==> src/rtl/pipe_ctrl_unit.sv <==
// pipe_ctrl_unit: ID decode plus EX/MEM/WB control pipeline with load-use and multiply stalls.
// Define CTRL_MUL_EN to enable multiply detection and the MUL_CYCLES busy stall.
module pipe_ctrl_unit #(
  parameter int unsigned ALUOP_W    = 2,
  parameter int unsigned MUL_CYCLES = 3
) (
  input  logic               clk_i,
  input  logic               rst_i,
  input  logic               id_valid_i,
  input  logic [6:0]         opcode_i,
  input  logic [6:0]         funct7_i,
  input  logic [4:0]         rs1_i,
  input  logic [4:0]         rs2_i,
  input  logic [4:0]         rd_i,
  input  logic               flush_i,
  output logic               stall_o,
  output logic               Branch_o,
  output logic [ALUOP_W-1:0] ALUOp_o,
  output logic               ALUSrc_o,
  output logic               ex_mul_o,
  output logic [4:0]         ex_rd_o,
  output logic               MemRead_o,
  output logic               MemWrite_o,
  output logic               RegWrite_o,
  output logic               MemtoReg_o,
  output logic [4:0]         wb_rd_o
);

  typedef enum logic [6:0] {
    OpR     = 7'b0110011,
    OpIAlu  = 7'b0010011,
    OpLoad  = 7'b0000011,
    OpStore = 7'b0100011,
    OpBeq   = 7'b1100011
  } opcodeE;

  typedef struct packed {
    logic               regWrite;
    logic               memtoReg;
    logic               memRead;
    logic               memWrite;
    logic               aluSrc;
    logic [ALUOP_W-1:0] aluOp;
    logic [4:0]         rd;
  } exCtrlT;

  typedef struct packed {
    logic       regWrite;
    logic       memtoReg;
    logic       memRead;
    logic       memWrite;
    logic [4:0] rd;
  } memCtrlT;

  typedef struct packed {
    logic       regWrite;
    logic       memtoReg;
    logic [4:0] rd;
  } wbCtrlT;

  exCtrlT  dec;
  exCtrlT  exQ;
  memCtrlT memQ;
  wbCtrlT  wbQ;
  logic    decBranch;
  logic    useRs1;
  logic    useRs2;
  logic    loadUse;
  logic    mulBusy;
  logic    takeId;

  always_comb begin
    dec       = '0;
    decBranch = 1'b0;
    useRs1    = 1'b0;
    useRs2    = 1'b0;
    if (id_valid_i) begin
      case (opcode_i)
        OpR: begin
          dec.regWrite = 1'b1;
          dec.aluOp    = ALUOP_W'(2'b10);
          dec.rd       = rd_i;
          useRs1       = 1'b1;
          useRs2       = 1'b1;
        end
        OpIAlu: begin
          dec.regWrite = 1'b1;
          dec.aluSrc   = 1'b1;
          dec.aluOp    = ALUOP_W'(2'b11);
          dec.rd       = rd_i;
          useRs1       = 1'b1;
        end
        OpLoad: begin
          dec.regWrite = 1'b1;
          dec.memRead  = 1'b1;
          dec.memtoReg = 1'b1;
          dec.aluSrc   = 1'b1;
          dec.rd       = rd_i;
          useRs1       = 1'b1;
        end
        OpStore: begin
          dec.memWrite = 1'b1;
          dec.aluSrc   = 1'b1;
          dec.rd       = rd_i;
          useRs1       = 1'b1;
          useRs2       = 1'b1;
        end
        OpBeq: begin
          decBranch = 1'b1;
          dec.aluOp = ALUOP_W'(2'b01);
          dec.rd    = rd_i;
          useRs1    = 1'b1;
          useRs2    = 1'b1;
        end
        default: ;
      endcase
    end
  end

  // Load-use is not evaluated while a multiply occupies EX.
  assign loadUse = !mulBusy && exQ.memRead && (exQ.rd != '0) &&
                   ((useRs1 && (rs1_i == exQ.rd)) || (useRs2 && (rs2_i == exQ.rd)));
  assign takeId  = !loadUse && !flush_i;
  assign stall_o = mulBusy || loadUse;
  // Qualified with reset so every output is low while reset is asserted.
  assign Branch_o = rst_i && decBranch && !stall_o;

  always_ff @(posedge clk_i or negedge rst_i) begin
    if (!rst_i) begin
      exQ  <= '0;
      memQ <= '0;
      wbQ  <= '0;
    end else begin
      wbQ <= '{regWrite: memQ.regWrite, memtoReg: memQ.memtoReg, rd: memQ.rd};
      if (mulBusy) begin
        memQ <= '0;
      end else begin
        memQ <= '{regWrite: exQ.regWrite, memtoReg: exQ.memtoReg,
                  memRead: exQ.memRead, memWrite: exQ.memWrite, rd: exQ.rd};
        exQ  <= takeId ? dec : '0;
      end
    end
  end

`ifdef CTRL_MUL_EN
  logic [3:0] busyCnt;
  logic       exMul;
  logic       decMul;

  assign decMul = id_valid_i && (opcode_i == OpR) && (funct7_i == 7'b0000001);

  always_ff @(posedge clk_i or negedge rst_i) begin
    if (!rst_i) begin
      busyCnt <= '0;
      exMul   <= 1'b0;
    end else if (mulBusy) begin
      busyCnt <= busyCnt - 4'd1;
    end else begin
      exMul   <= decMul && takeId;
      busyCnt <= (decMul && takeId) ? 4'(MUL_CYCLES - 1) : '0;
    end
  end

  assign mulBusy  = (busyCnt != '0);
  assign ex_mul_o = exMul;
`else
  logic unusedCfg;
  assign unusedCfg = ^{funct7_i, 4'(MUL_CYCLES)};
  assign mulBusy   = 1'b0;
  assign ex_mul_o  = 1'b0;
`endif

  assign ALUOp_o    = exQ.aluOp;
  assign ALUSrc_o   = exQ.aluSrc;
  assign ex_rd_o    = exQ.rd;
  assign MemRead_o  = memQ.memRead;
  assign MemWrite_o = memQ.memWrite;
  assign RegWrite_o = wbQ.regWrite;
  assign MemtoReg_o = wbQ.memtoReg;
  assign wb_rd_o    = wbQ.rd;

endmodule

==> config.mk <==
export PLATFORM = sky130hd
export DESIGN_NAME = pipe_ctrl_unit
export DESIGN_NICKNAME = d
export VERILOG_FILES = /design/src/rtl/pipe_ctrl_unit.sv
export SDC_FILE = /design/constraint.sdc
export NUM_CORES = 1
export LEC_CHECK = 0
export ABC_AREA = 1
export BUFFER_PORTS_ARGS = -buffer_cell sky130_fd_sc_hd__buf_4
export CORE_MARGIN = 2
export CORE_UTILIZATION = 51
export CTS_BUF_LIST = sky130_fd_sc_hd__clkbuf_2 sky130_fd_sc_hd__clkbuf_4 sky130_fd_sc_hd__clkbuf_8
export DETAILED_ROUTE_END_ITERATION = 7
export PLACE_DENSITY = 0.86
export SLEW_MARGIN = 15
export SYNTH_ARGS = -nofsm -noshare
export SYNTH_HDL_FRONTEND = slang
export SYNTH_SLANG_ARGS = --single-unit
export TNS_END_PERCENT = 1
==> constraint.sdc <==
create_clock -name clk_i -period 2.47 [get_ports clk_i]
set_input_delay 0.1235 -clock clk_i [delete_from_list [all_inputs] [get_ports clk_i]]
set_output_delay 0.1235 -clock clk_i [all_outputs]
set_load 0.01 [all_outputs]
Word level (Yosys, flattened, before mapping)
Cells that the tools add are included.
{ "op_classes": {"eq_ne": 7, "n_mux": 14, "reduce_logical": 15} }
{ "ops": {"columns": ["cell", "count"], "rows": [
  ["12-bit two-way mux", 2],
  ["7-bit by 6-bit equality test with 1-bit output (second input constant)", 2],
  ["5-bit equality test", 2],
  ["1-bit two-way mux", 9],
  ["3-bit OR reduction", 3],
  ["7-bit by 2-bit equality test with 1-bit output (second input constant)", 1],
  ["7-bit by 5-bit equality test with 1-bit output (second input constant)", 1],
  ["7-bit equality test (second input constant)", 1],
  ["1-bit logical AND", 7],
  ["2-bit case mux with 3 select lines", 1],
  ["5-bit two-way mux", 1],
  ["5-bit nonzero test", 1],
  ["5-bit OR reduction", 1],
  ["1-bit zero test", 2],
  ["2-bit two-way mux", 1],
  ["1-bit logical OR", 1]
]} }
{ "word_totals": {"ff_bits": 28, "in_bits": 33, "output_inout_bits": 20} }

Logic depth before layout (Yosys ltp)
Gate-level depths: netlist of the first run.
{ "depth": {"ltp_word": 10, "ltp_mapped": 10, "depth_no_buf": 10} }

Worst setup path after synthesis of the first run
OpenSTA, ideal clock, no wires.
{ "synth_timing": {"path_kind": "reg2out", "from": "register exQ (netlist bit ex_rd_o[3])", "to": "output Branch_o", "t_arrival_ns": 1.076, "t_required_ns": 2.346, "slack_ns": 1.271, "stages_incl_launch_ff": 8, "n_path_buf": 0, "cell_sequence": "dfrtp_1 inv_1 nand4_1 o21ai_0 inv_1 nand2_4 inv_2 nor2_1"} }
{ "synth_between": {"elab_chain_cells": 6, "elab_cells_between_ends": 10, "cone_classes": "eq/ne: 2; reduce/logical: 8"} }
{ "synth_rtl": {"columns": ["item", "line", "source"], "rows": [
  ["from (decl)", "62", "exCtrlT exQ;"],
  ["from (signal assigned)", "140", "exQ <= takeId ? dec : '0;"],
  ["5-bit equality test", "122", "((useRs1 && (rs1_i == exQ.rd)) || (useRs2 && (rs2_i == exQ.rd)));"],
  ["1-bit logical AND", "122", null],
  ["1-bit logical OR", "122", null],
  ["1-bit logical AND *", "121", "assign loadUse = !mulBusy && exQ.memRead && (exQ.rd != '0) &&"],
  ["named net stall_o", "16", "output logic stall_o,"],
  ["1-bit zero test *", "126", "assign Branch_o = rst_i && decBranch && !stall_o;"],
  ["1-bit logical AND *", "126", null],
  ["to (decl)", "17", "output logic Branch_o,"]
]} }
Mark *: on every way through the listed nets, which the timed path passes. The rest lies on a longest branch.

Worst setup path after layout of the first run
{ "layout_timing": {"from": "register exQ (netlist bit ex_rd_o[1])", "to": "output Branch_o"} }
{ "layout_between": {"elab_chain_cells": 6, "elab_cells_between_ends": 10, "cone_classes": "eq/ne: 2; reduce/logical: 8"} }
{ "layout_rtl": {"columns": ["item", "line"], "rows": [
  ["5-bit equality test", "122"],
  ["1-bit logical AND", "122"],
  ["1-bit logical OR", "122"],
  ["1-bit logical AND *", "121"],
  ["1-bit zero test *", "126"],
  ["1-bit logical AND *", "126"]
]} }
Every way passes the cells marked *; elsewhere a longest branch is shown, timed or not.

==> metrics, run 1 <==
GP Congestion=between 0.8 and 0.9; CP top delay family=simple AND/OR/NAND/NOR gates; Via density=~4.7; CP Buf/Inv Count=3; Clock Path Buffers=2; pre-CTS WS=about 1.0 ns; most frequent cell on the critical path=nand2_1; skew final=0.0119 ns; number of global-route vias before repair=a little under 900; Yosys cell types=19; grt ovf=0; drt wl/cell=around 11 um; number of synthesized flops with an enable pin=0; ANT nets after route=0; Setup violations, final=0; HP Class=input pin to register; Initial Util=0.536; CTS H-tree depth=1; TritonCTS Buffers=3; Tot GR Track Use=0.182; Die ar.=~0.0027 sq mm; I/O pin cnt=between 50 and 60; Post-Syn Area=0.00117 sq mm; Yosys reg bits=26; crit-path cells=inv_1, nand2_1, nand2_1, nand2_1, nor2_1, nand3_2, nand2_2, nand2_4, inv_2, nor2_1, buf_4; Fin Setup TNS=0 ns; Period Utilization, post-route=0.717; Synth Instances=132; Design Power=0.795 mW; Multi-input gate area=just under 400 sq um; drt first pass iters=4; port bufs=44; Slowest-stage cell, CP=dfrtp_1; Crit. End Element=output pin; sequential-to-total area share from yosys stat=0.554; share of layout cells above drive strength 1=0.382; Setup crit start kind=register; fill count=between 150 and 200; power per cell area=~520 mW/mm^2; setup ws final=0.698 ns; VDD IR-drop max=0.000348 V; Clk pin slew, worst setup/hold paths=~0.13 ns; final number of hold-violating endpoints=0; # DRC=0; final net count=~210; Clock Latency Late Sink=between 0.3 and 0.4 ns; critical path type=register to output pin; Core ar.=roughly 0.0022 sq mm; die width=approximately 52 um; global-route wire length before repair=approximately 3500 um; drt initial violations=6; leakage=0.882 nW; final WL=between 2000 and 2500 um; largest net degree at the start of global routing=28; CP peak stage delay=~0.45 ns; Rows=17; n_diodes=0; min Tclk post-route=around 1.8 ns; Data arrival, critical path=1.65 ns; DP HPWL=roughly 1700 um; Worst EP required=around 2.4 ns; Seq. cell area=651 sq um; Async SR Flop Fraction=1.00; initial antenna violation count=0; Chip Height=around 52 um; unrepaired setup endpoints after global routing=no; Synth Flop Type=dfrtp_1; area grow syn2layout=31.3%; CTS root buf=clkbuf_4; max-cap check violation count=0; CTS tree=yes; vias=between 900 and 1000; Synth Area per Inst=slightly below 9 sq um; Syn Nets=165; Max Clock Freq=around 0.56 GHz; status=finished clean; Sink Count=26; Synth warnings=0; worst-path maximum fanout=5; Pins Over Slew Limit=0
[final timing paths]
kind,start,endpoint,depth (start not counted),slack [ns]
max,ex_rd_o[1]$_DFF_PN0_,Branch_o,11,0.70
min,rd_i[0],ex_rd_o[0]$_DFF_PN0_,3,0.03
max reg2reg,ex_rd_o[1]$_DFF_PN0_,ex_rd_o[1]$_DFF_PN0_,10,1.11
min reg2reg,memQ[8]$_DFF_PN0_,RegWrite_o$_DFF_PN0_,0,0.36
max in group asynchronous,rst_i,ex_rd_o[3]$_DFF_PN0_,2,2.00
min in group asynchronous,rst_i,wb_rd_o[1]$_DFF_PN0_,2,0.22
[layer usage]
metal / wire length, um / global-route usage / vias to the layer above / share of wire
met3: 179 / 0.0374 / 10 / 0.084
li1: - / - / 471 / -
met4: 98 / 0.140 / 0 / 0.046
met5: 0 / 0 / - / 0
met2: 1000 / 0.316 / 45 / 0.47
met1: 850 / 0.189 / 423 / 0.40
[worst reg2reg max path: stages, from the launching register on]
cell,delay (ns)
dfrtp_1,0.45
inv_1,0.11
nand2_1,0.05
nand2_1,0.05
nand2_1,0.05
nor2_1,0.15
nand3_2,0.09
nand2_2,0.09
nand2_4,0.07
nand2_4,0.12
nor2_2,0.04
[cells in the final DEF (no fill, tap or decap)]
cell            n
inv_1          19
nor2_1         12
conb_1          1
nor3_1          2
nor2_2          7
o21ai_0         2
nor2_4          1
buf_4          44
a21oi_1         2
nand2_2         4
nand4_1         3
xnor2_1         2
dlygate4sd3_1   1
nand3_1         3
clkbuf_4        3
bufinv_16       1
dfrtp_1        26
nand3_2         2
o2111ai_1       1
nand2_1        33
nand2_4         2
inv_2           2
[cell usage after synthesis (all sizes together) (2+ instances only)]
master,number,share of area
nand4,3,0.016
nand3,5,0.030
xnor2,2,0.015
inv,21,0.067
dfrtp,26,0.55
o21ai,2,0.0085
nand2,39,0.15
nor2,20,0.085
nor3,2,0.0085
buf,8,0.051
a21oi,2,0.0085
[flip-flops by register name, summed over array words and instances (netlist names)]
signal,cells
ALUSrc_o,1
RegWrite_o,1
MemtoReg_o,1
MemWrite_o,1
ex_rd_o,5
wb_rd_o,5
exQ,3
memQ,6
MemRead_o,1
ALUOp_o,2
[cell type report]
type,instances,share of cell area
flip-flops and latches,26,0.422
multi-input cells,77,0.250
clock buffers,3,0.0146
repair buffers,45,0.221
well taps,28,0.0227
clock inverters,1,0.0195
inverters,21,0.0511
[cell families after synthesis]
logic type | after synthesis | share of synthesized area
AND/OR/NAND/NOR | 69 | 0.285
buffers and inverters | 29 | 0.118
flip-flops | 26 | 0.554
AO/OA/AOI/OAI | 5 | 0.0245
XOR/XNOR | 2 | 0.0149
other | 1 | 0.00319
[what timing repair did]
action,4_1_cts,5_1_grt
buffers inserted,0,0
endpoints found under the hold margin,26,0
hold buffers,1,0
resized for setup,0,0
[report_power, final]
part | internal [mW] | switching, mW | total [mW]
clock | 0.164 | 0.124 | 0.288
sequential | 0.427 | 0.000778 | 0.428
combinational | 0.0384 | 0.0406 | 0.0790
[stage by stage]
step / std cells / util / cell area (sq um) / hold WS [ns]
global placement: 196 / 0.676 / 1480 / 0.0416
global route: 201 / 0.704 / 1540 / 0.0178
CTS: 201 / 0.704 / 1540 / 0.0212
finish: 201 / 0.704 / 1540 / 0.0323
detailed placement: 196 / 0.676 / 1480 / 0.0510
floorplan: 132 / - / 1170 / -0.172
Note: power is estimated with default switching activity, not from simulation.
==> run 2: changes to the inputs <==
--- a/config.mk
+++ b/config.mk
@@ -5,13 +5,13 @@
 export SDC_FILE = /design/constraint.sdc
 export NUM_CORES = 1
 export LEC_CHECK = 0
-export ABC_AREA = 1
+export ABC_AREA = 0
 export BUFFER_PORTS_ARGS = -buffer_cell sky130_fd_sc_hd__buf_4
 export CORE_MARGIN = 2
-export CORE_UTILIZATION = 51
+export CORE_UTILIZATION = 47
 export CTS_BUF_LIST = sky130_fd_sc_hd__clkbuf_2 sky130_fd_sc_hd__clkbuf_4 sky130_fd_sc_hd__clkbuf_8
 export DETAILED_ROUTE_END_ITERATION = 7
-export PLACE_DENSITY = 0.86
+export PLACE_DENSITY = 0.8
 export SLEW_MARGIN = 15
 export SYNTH_ARGS = -nofsm -noshare
 export SYNTH_HDL_FRONTEND = slang
==> constraint.sdc (replaced) <==
create_clock -name clk_i -period 1.7 [get_ports clk_i]
set_input_delay 0.085 -clock clk_i [delete_from_list [all_inputs] [get_ports clk_i]]
set_output_delay 0.085 -clock clk_i [all_outputs]
set_load 0.01 [all_outputs]
==> metrics, run 2 <==
number of synthesized flops with an enable pin=0; Synth Flop Type=dfrtp_1; die width=around 53 um; final number of hold-violating endpoints=0; Rows=17; critical path type=register to output pin; Initial Util=0.508; Max Clock Freq=0.579 GHz; largest net degree at the start of global routing=28; Yosys top cell area share=0.568; setup ws final=-0.0267 ns; drt wl/cell=13.3 um; number of global-route vias before repair=just under 900; Synth warnings=0; WHS Path Cells=3; CTS H-tree depth=1; Synth Instances=between 90 and 100; Synth Area per Inst=around 12 sq um; worst r2r src=ex_rd_o[2]$_DFF_PN0_; Clk pin slew, worst setup/hold paths=approximately 0.12 ns; Chip Height=53.4 um; sequential-to-total area share from yosys stat=0.568; leakage=about 0.76 nW; unrepaired setup endpoints after global routing=yes; drt initial violations=15; GRT busiest layer=met2; Tot GR Track Use=0.191; power per cell area=654 mW/mm^2; initial antenna violation count=0; VDD IR-drop max=around 0.00036 V; final WL=roughly 2300 um; # DRC=0; Sink Count=26; Syn Nets=approximately 130; crit path launch=ex_rd_o[2]$_DFF_PN0_; ANT nets after route=0; CTS tree=yes; GRT met3 Usage=0.0339; worst-path maximum fanout=5; I/O pin cnt=between 50 and 60; share of layout cells above drive strength 1=0.455; skew final=0.00309 ns; Worst Min Path Start=opcode_i[4]; Worst R2R Setup Slack=around 0.22 ns; Top reg by flops=memQ; Die ar.=around 0.0028 sq mm; area grow syn2layout=39.1%; Yosys reg bits=26; area of placed instances=0.00143 sq mm; Clock Path Buffers=2; Core ar.=about 0.0023 sq mm; port bufs=44; global-route wire length before repair=between 3000 and 4000 um; synth cell count leaders=26 x dfrtp_1, 10 x nand3_1, 10 x xnor2_1; Crit. End Element=output pin; status=finished, violations left; final instance area=roughly 0.0016 sq mm; Via density=around 5.0; Design Power=roughly 1.0 mW; DP HPWL=~1700 um; Worst Hold Path EP=ALUOp_o[1]$_DFF_PN0_; Worst EP required=between 1.5 and 2 ns; r2r worst-path depth=6; GP Congestion=between 0.7 and 0.8; CTS root buf=clkbuf_4; Setup crit start kind=register; Clock Latency Late Sink=0.31 ns; r2r endpoint=ex_rd_o[1]$_DFF_PN0_; commonest non-fill, non-tap cell in the layout=buf_4; max-cap check violation count=0; Data arrival, critical path=1.64 ns; failing checks=setup timing; Pins Over Slew Limit=0; n_diodes=0; final net count=179; fill count=between 150 and 200; drt first pass iters=4; Setup violations, final=2; TritonCTS Buffers=3; HP Class=input pin to register; Yosys cell types=25; most numerous cell in the Yosys netlist=dfrtp_1; vias=between 800 and 900; min Tclk post-route=about 1.7 ns; Post-Syn Area=roughly 0.0011 sq mm; Synth area leaders=dfrtp_1 57%, xnor2_1 7.6%, buf_4 5.9%; Global Route met1 Usage=0.219; Async SR Flop Fraction=1.00; max FFs per register=6; met2 Use GR=0.337; post-synth top area cell=dfrtp_1; Period Utilization, post-route=1.02; commonest non-fill, non-tap cells in the layout=51 x buf_4, 21 x dfrtp_1, 10 x xnor2_1, 10 x nand3_1, 8 x dlygate4sd3_1; grt ovf=0
-- run 2: cell types whose count changed after synthesis, sizes merged, moves of 2 or more --
cell    change
nand2      -36
inv        -20
nor2       -18
xnor2       +8
a211oi      +6
a21oi       +6
nand3       +6
buf         +5
nor2b       +2
-- run 2: report_power, final --
group / internal, mW / switching [mW] / leakage [nW]
clock: 0.131 / 0.162 / 0.0210
sequential: 0.620 / 0.00149 / 0.355
combinational: 0.0727 / 0.0556 / 0.380
total: 0.824 / 0.219 / 0.756
-- run 2: metal layers --
layer / vias to the layer above / wire, um / part of all wire
met5: - / 0 / 0
met2: 51 / 1190 / 0.51
met3: 7 / 170 / 0.074
met4: 0 / 60 / 0.026
li1: 421 / - / -
met1: 392 / 887 / 0.38
-- run 2: stage by stage --
step / setup TNS, ns / util / cells / setup slack (ns) / hold WS, ns
final: -0.0478 / 0.707 / 173 / -0.0267 / 0.0437
after global routing: -0.251 / 0.707 / 173 / -0.127 / 0.0440
after CTS: -0.0512 / 0.704 / 173 / -0.0268 / 0.0447
after detailed placement: 0 / 0.633 / 157 / 0.153 / 0.00184
after global placement: 0 / 0.633 / 157 / 0.168 / 0.00235
after floorplan: 0 / - / 95 / 0.403 / -0.211
-- run 2: logic make-up (layout without fill, tap and decap cells) --
group	Yosys count	after routing	synth area share
simple gates	27	27	0.147
flops	26	26	0.568
compound gates	17	17	0.109
buf+inv	14	64	0.0961
xor+xnor	10	10	0.0764
other cells	1	1	0.00327
-- run 2: worst max-delay path, stage by stage (launching register included) --
cell	delay (ns)
dfrtp_2	0.48
xnor2_1	0.15
nand4_1	0.18
o22ai_4	0.24
and2_1	0.16
buf_4	0.11
-- run 2: layout make-up --
class / instances / area (sq um) / share of cell area
multi-input cells: 55 / 399 / 0.250
flip-flops and latches: 26 / 657 / 0.412
clock buffers: 4 / 36.3 / 0.0228
inverters: 1 / 3.75 / 0.00235
well taps: 28 / 35.0 / 0.0220
repair buffers: 59 / 463 / 0.290
-- run 2: how the worst max path moves through the flow --
stage / to / slack (ns) / depth (start not counted)
after floorplan: stall_o / 0.40 / 5
after global placement: Branch_o / 0.17 / 5
after detailed placement: ex_rd_o[2]$_DFF_PN0_ / 0.15 / 5
after CTS: stall_o / -0.03 / 5
final: stall_o / -0.03 / 5
after global routing: Branch_o / -0.13 / 5
-- run 2: repair_timing --
item	in CTS	in global routing
setup endpoints to repair	2	2
pin swaps	6	4
hold buffers	8	0
buffers inserted	4	0
endpoints found under the hold margin	35	0
resized for setup	5	2
==> run 3: changes to the inputs <==
--- a/config.mk
+++ b/config.mk
@@ -7,6 +7,7 @@
 export LEC_CHECK = 0
 export ABC_AREA = 0
 export BUFFER_PORTS_ARGS = -buffer_cell sky130_fd_sc_hd__buf_4
+export CORE_ASPECT_RATIO = 0.9
 export CORE_MARGIN = 2
 export CORE_UTILIZATION = 47
 export CTS_BUF_LIST = sky130_fd_sc_hd__clkbuf_2 sky130_fd_sc_hd__clkbuf_4 sky130_fd_sc_hd__clkbuf_8
@@ -16,4 +17,4 @@
 export SYNTH_ARGS = -nofsm -noshare
 export SYNTH_HDL_FRONTEND = slang
 export SYNTH_SLANG_ARGS = --single-unit
-export TNS_END_PERCENT = 1
+export TNS_END_PERCENT = 50
==> metrics, run 3 (synthesis results as in run 2) <==
TritonCTS Buffers=3; leakage=approximately 0.84 nW; Crit. End Element=output pin; crit-path cells=xnor2_1, nand4_1, o22ai_2, buf_6, and2_4, buf_6; min Tclk post-route=1.76 ns; drt first pass iters=4; Post-Place Cells=between 150 and 200; port bufs=44; power per cell area=slightly above 600 mW/mm^2; number of global-route vias before repair=905; Chip Height=50.8 um; initial antenna violation count=0; NetSw=approximately 0.24 mW; Max Clock Freq=between 0.5 and 0.6 GHz; worst-path maximum fanout=5; fill count=roughly 150; Core ar.=0.00224 sq mm; Data arrival, critical path=1.67 ns; DP HPWL=1700 um; final net count=187; Period Utilization, post-route=1.03; status=finished, violations left; final WL=~2800 um; most frequent cell on the critical path=buf_6; Comb power frac=0.132; Sink Count=26; commonest non-fill, non-tap cell in the layout=buf_4; drt wl/cell=about 15 um; Via density=slightly above 5; commonest non-fill, non-tap cells in the layout=57 x buf_4, 21 x dfrtp_1, 9 x nand3_1; die width=56.1 um; largest net degree at the start of global routing=28; Clk pin slew, worst setup/hold paths=0.13 ns; Clock Path Buffers=2; skew final=0.00383 ns; switching share of total power=0.223; grt ovf=0; Pins Over Slew Limit=0; Rows=16; Worst EP required=roughly 1.6 ns; Finished Layout Cells=between 150 and 200; Setup violations, final=2; unrepaired setup endpoints after global routing=yes; CTS H-tree depth=1; ANT nets after route=0; pre-CTS WS=0.212 ns; Clk pwr share=0.287; Top reg by flops=memQ; P_int=0.831 mW; setup ws final=-0.0592 ns; VDD IR-drop max=~0.00048 V; Slowest-stage cell, CP=dfrtp_2; n_diodes=0; max-cap check violation count=0; CTS root buf=clkbuf_4; GP Congestion=about 0.8; final number of hold-violating endpoints=0; Initial Util=0.511; critical path type=register to output pin; Reg power frac=0.582; CTS tree=yes; share of layout cells above drive strength 1=0.549; vias=925; HP Class=input pin to register; CP peak stage delay=between 0.4 and 0.5 ns; # DRC=0; area grow syn2layout=49.9%; fin util=0.766; max FFs per register=6; global-route wire length before repair=between 4000 and 5000 um; failing checks=setup timing; Die ar.=around 0.0028 sq mm; Clock Latency Late Sink=~0.32 ns; Setup crit start kind=register; drt initial violations=29; Tot GR Track Use=0.190; I/O pin cnt=53
==> run 3: cell count changes in the layout (fill, tap and decap cells not counted), sizes merged <==
cell,delta
buf,+8
==> run 3: power groups by stage <==
stage	logic (mW)	clock network [mW]	registers [mW]
floorplan	0.0434	0	0.634
global placement	0.107	0	0.634
detailed placement	0.110	0	0.634
CTS	0.126	0.311	0.622
global route	0.152	0.337	0.623
finish	0.141	0.307	0.622
==> run 3: critical path, delay by kind of cell (launching register included) <==
kind / cells / cell delay [ns]
and+or+nand+nor: 2 / 0.28
xor gates and xnor gates: 1 / 0.22
buffers and inverters: 2 / 0.23
DFF: 1 / 0.49
AOI/OAI and AO/OA: 1 / 0.13
==> run 3: path summary, 6_finish.rpt <==
check,from,endpoint,slack (ns),depth (start not counted)
setup / recovery,ex_rd_o[4]$_DFF_PN0_,stall_o,-0.06,6
hold / removal,opcode_i[4],ALUOp_o[1]$_DFF_PN0_,0.05,3
setup reg to reg,ex_rd_o[2]$_DFF_PN0_,ALUSrc_o$_DFF_PN0_,0.15,6
hold reg to reg,memQ[3]$_DFF_PN0_,wb_rd_o[3]$_DFF_PN0_,0.37,0
max in group asynchronous,rst_i,ex_rd_o[4]$_DFF_PN0_,1.23,2
min in group asynchronous,rst_i,RegWrite_o$_DFF_PN0_,0.20,2
==> run 3: timing repair <==
item | in CTS | in global routing
pin swaps | 6 | 4
endpoints found under the setup margin | 2 | 2
hold buffers | 7 | 1
buffers inserted | 7 | 5
hold endpoints to repair | 34 | 1
resized for setup | 10 | 8
==> run 3: final cells by class <==
class / instances / area (sq um) / area share
clock buffer: 4 / 36.3 / 0.0211
inverter: 1 / 3.75 / 0.00218
tap: 27 / 33.8 / 0.0197
timing repair buffer: 67 / 531 / 0.309
multi-input combinational: 55 / 457 / 0.266
sequential: 26 / 657 / 0.382
==> run 3: per-stage QoR <==
| stage | TNS (ns) | hold WS, ns | instance area [sq um] | power [mW] |
|---|---|---|---|---|
| after global routing | -0.254 | 0.0240 | 1720 | 1.11 |
| after CTS | -0.0722 | 0.00169 | 1610 | 1.06 |
| after global placement | 0 | 0.00524 | 1430 | 0.740 |
| after floorplan | 0 | -0.211 | 1150 | 0.678 |
| final | -0.114 | 0.0476 | 1720 | 1.07 |
| after detailed placement | 0 | 0.0116 | 1430 | 0.744 |
==> run 3: metal layers <==
metal | routed length, um | GRT usage | share of wire
met2 | 1460 | 0.341 | 0.53
met4 | 33 | 0.0714 | 0.012
met1 | 1070 | 0.222 | 0.39
met3 | 196 | 0.0456 | 0.071
met5 | 0 | 0 | 0
